[src/rtl/regfile_pkg.sv]
// Shared definitions for the multi-port register file: default widths and
// the write-merge helper that picks the winning write port for an index.
package regfile_pkg;

   localparam int XLEN_DEF   = 32;
   localparam int ADDR_W_DEF = 5;

   // Widest write-port count the merge helper resolves; callers zero-extend.
   localparam int N_WR_MAX = 2;
   localparam int WP_W     = $clog2(N_WR_MAX);

   typedef logic [WP_W-1:0] wr_port_t;

   // Result of merging all write ports against one register index.
   typedef struct packed {
      logic     hit;   // some write port targets the index this cycle
      wr_port_t port;  // winning port when hit is set
   } wr_sel_t;

   // match[w] = write port w is enabled and addresses the index of interest.
   // Ascending scan with overwrite, so the highest-numbered match wins.
   function automatic wr_sel_t wr_merge(input logic [N_WR_MAX-1:0] match);
      wr_sel_t sel;
      sel = '0;
      for (int w = 0; w < N_WR_MAX; w++) begin
         if (match[w]) begin
            sel.hit  = 1'b1;
            sel.port = wr_port_t'(w);
         end
      end
      return sel;
   endfunction

endpackage

[src/rtl/regfile_rd_port.sv]
// One registered read port: write-first bypass of data and pending state,
// register-0 masking, and the output registers.
module regfile_rd_port
   import regfile_pkg::*;
#(
   parameter int XLEN     = XLEN_DEF,
   parameter int ADDR_W   = ADDR_W_DEF,
   parameter int N_WR     = 1,
   parameter int ZERO_REG = 1
) (
   input  logic                   clk,
   input  logic                   rst,
   input  logic                   rd_en,
   input  logic [ADDR_W-1:0]      rd_addr,
   input  logic [XLEN-1:0]        rf_data,
   input  logic                   rf_pend,
   input  logic [N_WR-1:0]        wr_en,
   input  logic [N_WR*ADDR_W-1:0] wr_addr,
   input  logic [N_WR*XLEN-1:0]   wr_data,
   input  logic                   pend_set,
   input  logic [ADDR_W-1:0]      pend_addr,
   output logic [XLEN-1:0]        rd_data,
   output logic                   rd_valid,
   output logic                   rd_pend
);

   logic [N_WR_MAX-1:0] match;
   wr_sel_t             sel;
   logic [XLEN-1:0]     data_d, data_q;
   logic                pend_d, pend_q;
   logic                valid_q;

   // Write-first view of the addressed register: bypassed data, pending bit.
   always_comb begin
      // NOTE: every output of this block gets a default first, so no path
      // leaves a value unassigned and no latch is inferred.
      match  = '0;
      data_d = rf_data;
      pend_d = rf_pend;
      for (int w = 0; w < N_WR; w++) begin
         match[w] = wr_en[w] && (wr_addr[w*ADDR_W +: ADDR_W] == rd_addr);
      end
      sel = wr_merge(match);
      if (sel.hit) begin
         data_d = wr_data[int'(sel.port)*XLEN +: XLEN];
         pend_d = 1'b0;
      end
      // A same-cycle set beats a same-cycle write clear.
      if (pend_set && (pend_addr == rd_addr)) begin
         pend_d = 1'b1;
      end
      if ((ZERO_REG != 0) && (rd_addr == '0)) begin
         data_d = '0;
         pend_d = 1'b0;
      end
   end

   // Output registers: capture on a read, otherwise hold data/pend and drop valid.
   always_ff @(posedge clk or negedge rst) begin
      // NOTE: sequential state uses non-blocking assignments so every
      // register samples pre-edge values regardless of statement order.
      if (!rst) begin
         data_q  <= '0;
         pend_q  <= 1'b0;
         valid_q <= 1'b0;
      end else if (rd_en) begin
         data_q  <= data_d;
         pend_q  <= pend_d;
         valid_q <= 1'b1;
      end else begin
         valid_q <= 1'b0;
      end
   end

   assign rd_data  = data_q;
   assign rd_pend  = pend_q;
   assign rd_valid = valid_q;

endmodule

[src/rtl/regfile_nr_mw.sv]
// Multi-read / multi-write register file with per-register pending
// (awaiting writeback) bits and write-first bypass on every read port.
module regfile_nr_mw
   import regfile_pkg::*;
#(
   parameter int XLEN     = XLEN_DEF,
   parameter int ADDR_W   = ADDR_W_DEF,
   parameter int N_RD     = 2,
   parameter int N_WR     = 1,
   parameter int ZERO_REG = 1
) (
   input  logic                   clk,
   input  logic                   rst,
   input  logic [N_RD-1:0]        rd_en,
   input  logic [N_RD*ADDR_W-1:0] rd_addr,
   output logic [N_RD*XLEN-1:0]   rd_data,
   output logic [N_RD-1:0]        rd_valid,
   output logic [N_RD-1:0]        rd_pend,
   input  logic [N_WR-1:0]        wr_en,
   input  logic [N_WR*ADDR_W-1:0] wr_addr,
   input  logic [N_WR*XLEN-1:0]   wr_data,
   input  logic                   pend_set,
   input  logic [ADDR_W-1:0]      pend_addr
);

   localparam int DEPTH = 1 << ADDR_W;

   // Storage kept as one array so it can be swapped for an SRAM macro;
   // all forwarding lives in the read ports.
   logic [XLEN-1:0]  mem_q [DEPTH];
   logic [DEPTH-1:0] pend_q;

   // Commit writes and pending updates; register 0 is frozen when ZERO_REG.
   always_ff @(posedge clk or negedge rst) begin
      if (!rst) begin
         // NOTE: the array is reset on purpose: clearing every register on
         // reset is architectural here, so an SRAM replacement must supply
         // an equivalent clear sequence.
         for (int i = 0; i < DEPTH; i++) begin
            mem_q[i] <= '0;
         end
         pend_q <= '0;
      end else begin
         // Ascending port order: the last scheduled update to an entry
         // takes effect, so the higher-numbered port wins a collision.
         for (int w = 0; w < N_WR; w++) begin
            if (wr_en[w] && ((ZERO_REG == 0) || (wr_addr[w*ADDR_W +: ADDR_W] != '0))) begin
               mem_q[wr_addr[w*ADDR_W +: ADDR_W]]  <= wr_data[w*XLEN +: XLEN];
               pend_q[wr_addr[w*ADDR_W +: ADDR_W]] <= 1'b0;
            end
         end
         // Placed after the write clears so a same-cycle set wins.
         if (pend_set && ((ZERO_REG == 0) || (pend_addr != '0))) begin
            pend_q[pend_addr] <= 1'b1;
         end
      end
   end

   for (genvar p = 0; p < N_RD; p++) begin : g_rd
      logic [ADDR_W-1:0] addr;
      logic [XLEN-1:0]   rf_data;
      logic              rf_pend;

      assign addr    = rd_addr[p*ADDR_W +: ADDR_W];
      assign rf_data = mem_q[addr];
      assign rf_pend = pend_q[addr];

      regfile_rd_port #(
         .XLEN     (XLEN),
         .ADDR_W   (ADDR_W),
         .N_WR     (N_WR),
         .ZERO_REG (ZERO_REG)
      ) u_rd_port (
         .clk       (clk),
         .rst       (rst),
         .rd_en     (rd_en[p]),
         .rd_addr   (addr),
         .rf_data   (rf_data),
         .rf_pend   (rf_pend),
         .wr_en     (wr_en),
         .wr_addr   (wr_addr),
         .wr_data   (wr_data),
         .pend_set  (pend_set),
         .pend_addr (pend_addr),
         .rd_data   (rd_data[p*XLEN +: XLEN]),
         .rd_valid  (rd_valid[p]),
         .rd_pend   (rd_pend[p])
      );
   end

endmodule

[config.mk]
export PLATFORM = sky130hd
export DESIGN_NAME = regfile_nr_mw
export DESIGN_NICKNAME = d
export VERILOG_FILES = /design/src/rtl/regfile_pkg.sv /design/src/rtl/regfile_rd_port.sv /design/src/rtl/regfile_nr_mw.sv
export SDC_FILE = /design/constraint.sdc
export NUM_CORES = 2
export LEC_CHECK = 0
export CORE_MARGIN = 1
export CORE_UTILIZATION = 42
export DETAILED_ROUTE_END_ITERATION = 8
export PLACE_DENSITY = 0.7
export SYNTH_ARGS = -nofsm -noshare
export SYNTH_HDL_FRONTEND = slang
export SYNTH_SLANG_ARGS = --single-unit
[constraint.sdc]
create_clock -name clk -period 1.95 [get_ports clk]
set_input_delay 0.4875 -clock clk [delete_from_list [all_inputs] [get_ports clk]]
set_output_delay 0.4875 -clock clk [all_outputs]
set_load 0.01 [all_outputs]
==> metrics.yaml <==
run_status:
  run_status: "finished with violations"
  failed_checks: "negative setup slack"
yosys:
  post_synth_fa_ha_maj_area_fraction_pct: 0
  ys_dominant_reg_cell: "dfrtp_1"
  synth_top_cell_by_area: "dfrtp_1"
  syn_nets: 3786
  number_of_flops_mapped_to_enable_cells_by_yosys: 0
  yosysUniqueCellTypes: 50
  yosys.area.top_type_share_pct: 48.24
  synth_area_per_cell_um2: 15.64
  synth_area_mm2: 0.05831
  synth-simple-area-share_pct: 1.820
  combinational_family_with_the_most_area_after_synthesis: "multiplexers"
  synthXorXnorAreaFrac_pct: 0.3004
  synth_warnings: 0
  synth.mux.area_fraction_pct: 42.19
  synthArstFlopShare_pct: 100.0
  complex_gate_fraction_of_the_synthesized_area_pct: 3.980
  yosys-top-cells-area: "dfrtp_1, mux4_2, mux2_2, mux2_1, clkbuf_1"
  synth-seq-cells: 1124
  fraction_of_the_yosys_area_taken_by_sequential_cells_pct: 48.24
  netlist_instances: 3728
global_route:
  grt.met2_usage_pct: 39.83
  grt_usage_pct: 25.39
  grt_most_used_layer: "met2"
  grt_first_pass_wirelength_um: 265000
  overflow: 0
  first_global_vias: 39000
  globalRouteMet1Util_pct: 34.86
  grt_max_degree: 98
  number_of_antenna_violations_at_the_first_check_in_global_routing: 9
  use_met3_pct: 5.265
worst_setup_path:
  worstPathBufferInverterCount: 0
  worst-path-stages: 4
  critPathMaxFanout: 2
  timing_worst_setup_path_type: "flop to flop"
  cp_data_required_time_ns: 2.56
  critical-path-top-cell-by-count: "mux4_2"
  cp_slowest_cell: "mux4_2"
  timing.reg2reg.worst_path_depth: 4
  worstPathCellList: "mux4_2 -> mux4_2 -> nor2b_4 -> a2111o_1"
  origin_of_the_worst_setup_path: "mem_q[264]"
  cp-end-kind: "flop"
  crit_family: "multiplexers"
  r2r_start: "mem_q[264]"
  worst-endpoint-arrival_ns: 2.60
  crit_path_max_incr_delay_ns: 0.56
  timing.critical_path.from_type: "flop"
clock_network:
  cts.htree.levels: 3
  clkSinkCount: 1124
  tritoncts: "built"
  clock_insertion_delay_worst_skew_ns: 0.75
  cts.clk_slew.worst_paths_ns: 0.06
  cts_max_path_buffers: 3
  cts_buffers: 116
  clock-root-buffer: "clkbuf_16"
die:
  die_w_um: 374.6
  die_h_um: 374.6
  io_pins: 126
  full_die_area_mm2: 0.1403
  floorplan.initialDensity_pct: 42.36
  floorplan.core_area_mm2: 0.1377
  floorplan.rows: 136
timing:
  hold_viol: 0
  rsz0062_at_grt: "true"
  timing.fmax_mhz: 500.5
  finalWorstSetupSlack_ns: -0.04815
  setup_violations: 3
  final.setup_skew_ns: 0.04112
  final.min_clock_period_ns: 1.998
  timing.final.crit_share_pct: 102.5
  max-slew-margin-rel_pct: 55.46
  worst_pin_slew_ns: 0.6667
  report.final.slew_viol_count: 0
  setup-tns-final_ns: -0.05310
run:
  drv.max_cap_violation_count: 0
route:
  drt_wl_total_um: 178100
  vias: 37320
  drcViolationCount: 0
  drt_iter0_markers: 3680
  firstDrtPassIters: 6
  detail_route.vias_per_cell: 6.361
  drt.antenna.violating_nets: 0
  wire_per_inst_um: 30.36
place:
  post-place-ws_ns: -0.8124
  io_buffers: 125
  routability_cong: 0.8320
  dpl.cell_count: 5625
  place.detailed.hpwl_um: 116000
finish:
  final-instance-count-excl-fill: 5867
  multi_input_area_mm2: 0.02850
  fraction_of_layout_cells_with_a_size_suffix_above_1_pct: 54.80
  layout.filler_cells: 11060
  mostFrequentLayoutCell: "dfrtp_1"
  layout.core_utilization_pct: 50.65
  areaGrowthSynthToFinish_pct: 19.58
  design.final.nets: 4030
  sequential_cell_area_mm2: 0.02816
  layout.cells.most_common_list: "dfrtp_1, mux2_2, mux4_2, buf_4, buf_12"
pwr:
  power_density_mw_per_mm2: 988.5
  worst_ir_drop_vdd_mv: 0.7285
  power.leakage_nw: 30.20
  fin_total_pwr_w: 0.06893
hold_path:
  min-delay-path-class: "primary input to async pin"
-- cells by family after synthesis --
kind of cell / count (synthesis)
muxes: 1599
DFF: 1124
buffers and inverters: 487
AOI/OAI and AO/OA: 302
and+or+nand+nor: 196
xor gates and xnor gates: 20
-- through the flow --
step / hold WS [ns] / cell area (um^2)
after floorplan: 0.1919 / 59090
after global placement: 0.3568 / 65470
after detailed placement: 0.3580 / 65470
after CTS: 0.1979 / 69440
after global routing: 0.2369 / 69720
final: 0.2139 / 69730
-- power breakdown --
| part | internal (W) | switching (W) |
|---|---|---|
| sequential | 0.0279 | 0.00347 |
| combinational | 0.00904 | 0.00534 |
| clock | 0.0134 | 0.00983 |
| total | 0.0503 | 0.0186 |
-- path summary, 6_finish.rpt --
check / to / slack [ns]
max: g_rd[0].u_rd_port.rd_data[8] / -0.05
min: mem_q[353] / 0.21
max reg2reg: g_rd[0].u_rd_port.rd_data[8] / -0.05
min reg2reg: mem_q[999] / 0.40
max in group asynchronous: mem_q[306] / 0.80
min in group clk: g_rd[1].u_rd_port.rd_pend / 0.37
-- synth_stat cells, types with 4 or more instances --
library cell	count
buf_1	64
mux4_2	588
a21oi_1	33
nor3_1	7
o21ai_1	33
nand2_1	58
a22oi_1	126
dfrtp_1	1124
nor2b_1	78
mux2i_1	19
mux2_2	874
inv_1	47
xnor2_1	4
buf_4	13
a2111o_1	32
buf_6	13
a32o_1	4
mux2_1	118
a222oi_1	31
xor2_1	16
nor2_1	15
buf_2	40
nor4_1	4
a22o_1	12
clkbuf_1	310
o22ai_1	13
nand3_1	8
-- layout make-up --
type                            instances  share of cell area [%]
Sequential cell                      1124                   40.38
Inverter                               47                  0.2530
Clock buffer                          160                   4.762
Timing Repair Buffer                  566                   9.591
Clock inverter                         57                  0.9169
Multi-Input combinational cell       2117                   40.87
Antenna cell                            2                0.007178
Tap cell                             1794                   3.219
-- layer usage --
layer | part of all wire, % | wire length [um] | vias to the layer above
met5 | 0.028 | 49 | -
met4 | 3.6 | 6489 | 8
met3 | 8.3 | 14850 | 369
met2 | 47 | 83920 | 1595
met1 | 41 | 72790 | 20310
li1 | - | - | 15040
-- registers in the layout (all words and copies together), names as in the netlist --
name,flops
g_rd.u_rd_port.rd_data,64
g_rd.u_rd_port.rd_pend,2
g_rd.u_rd_port.rd_valid,2
mem_q,1024
pend_q,32
-- repair_timing --
item / in CTS / in global routing
hold buffers: 1 / 0
endpoints found under the setup margin: 82 / 390
buffers inserted: 10 / 7
hold endpoints to repair: 82 / 0
resized for setup: 221 / 22
pin swaps: 0 / 6
cloned: 0 / 5
Note: power is estimated with default switching activity, not from simulation.
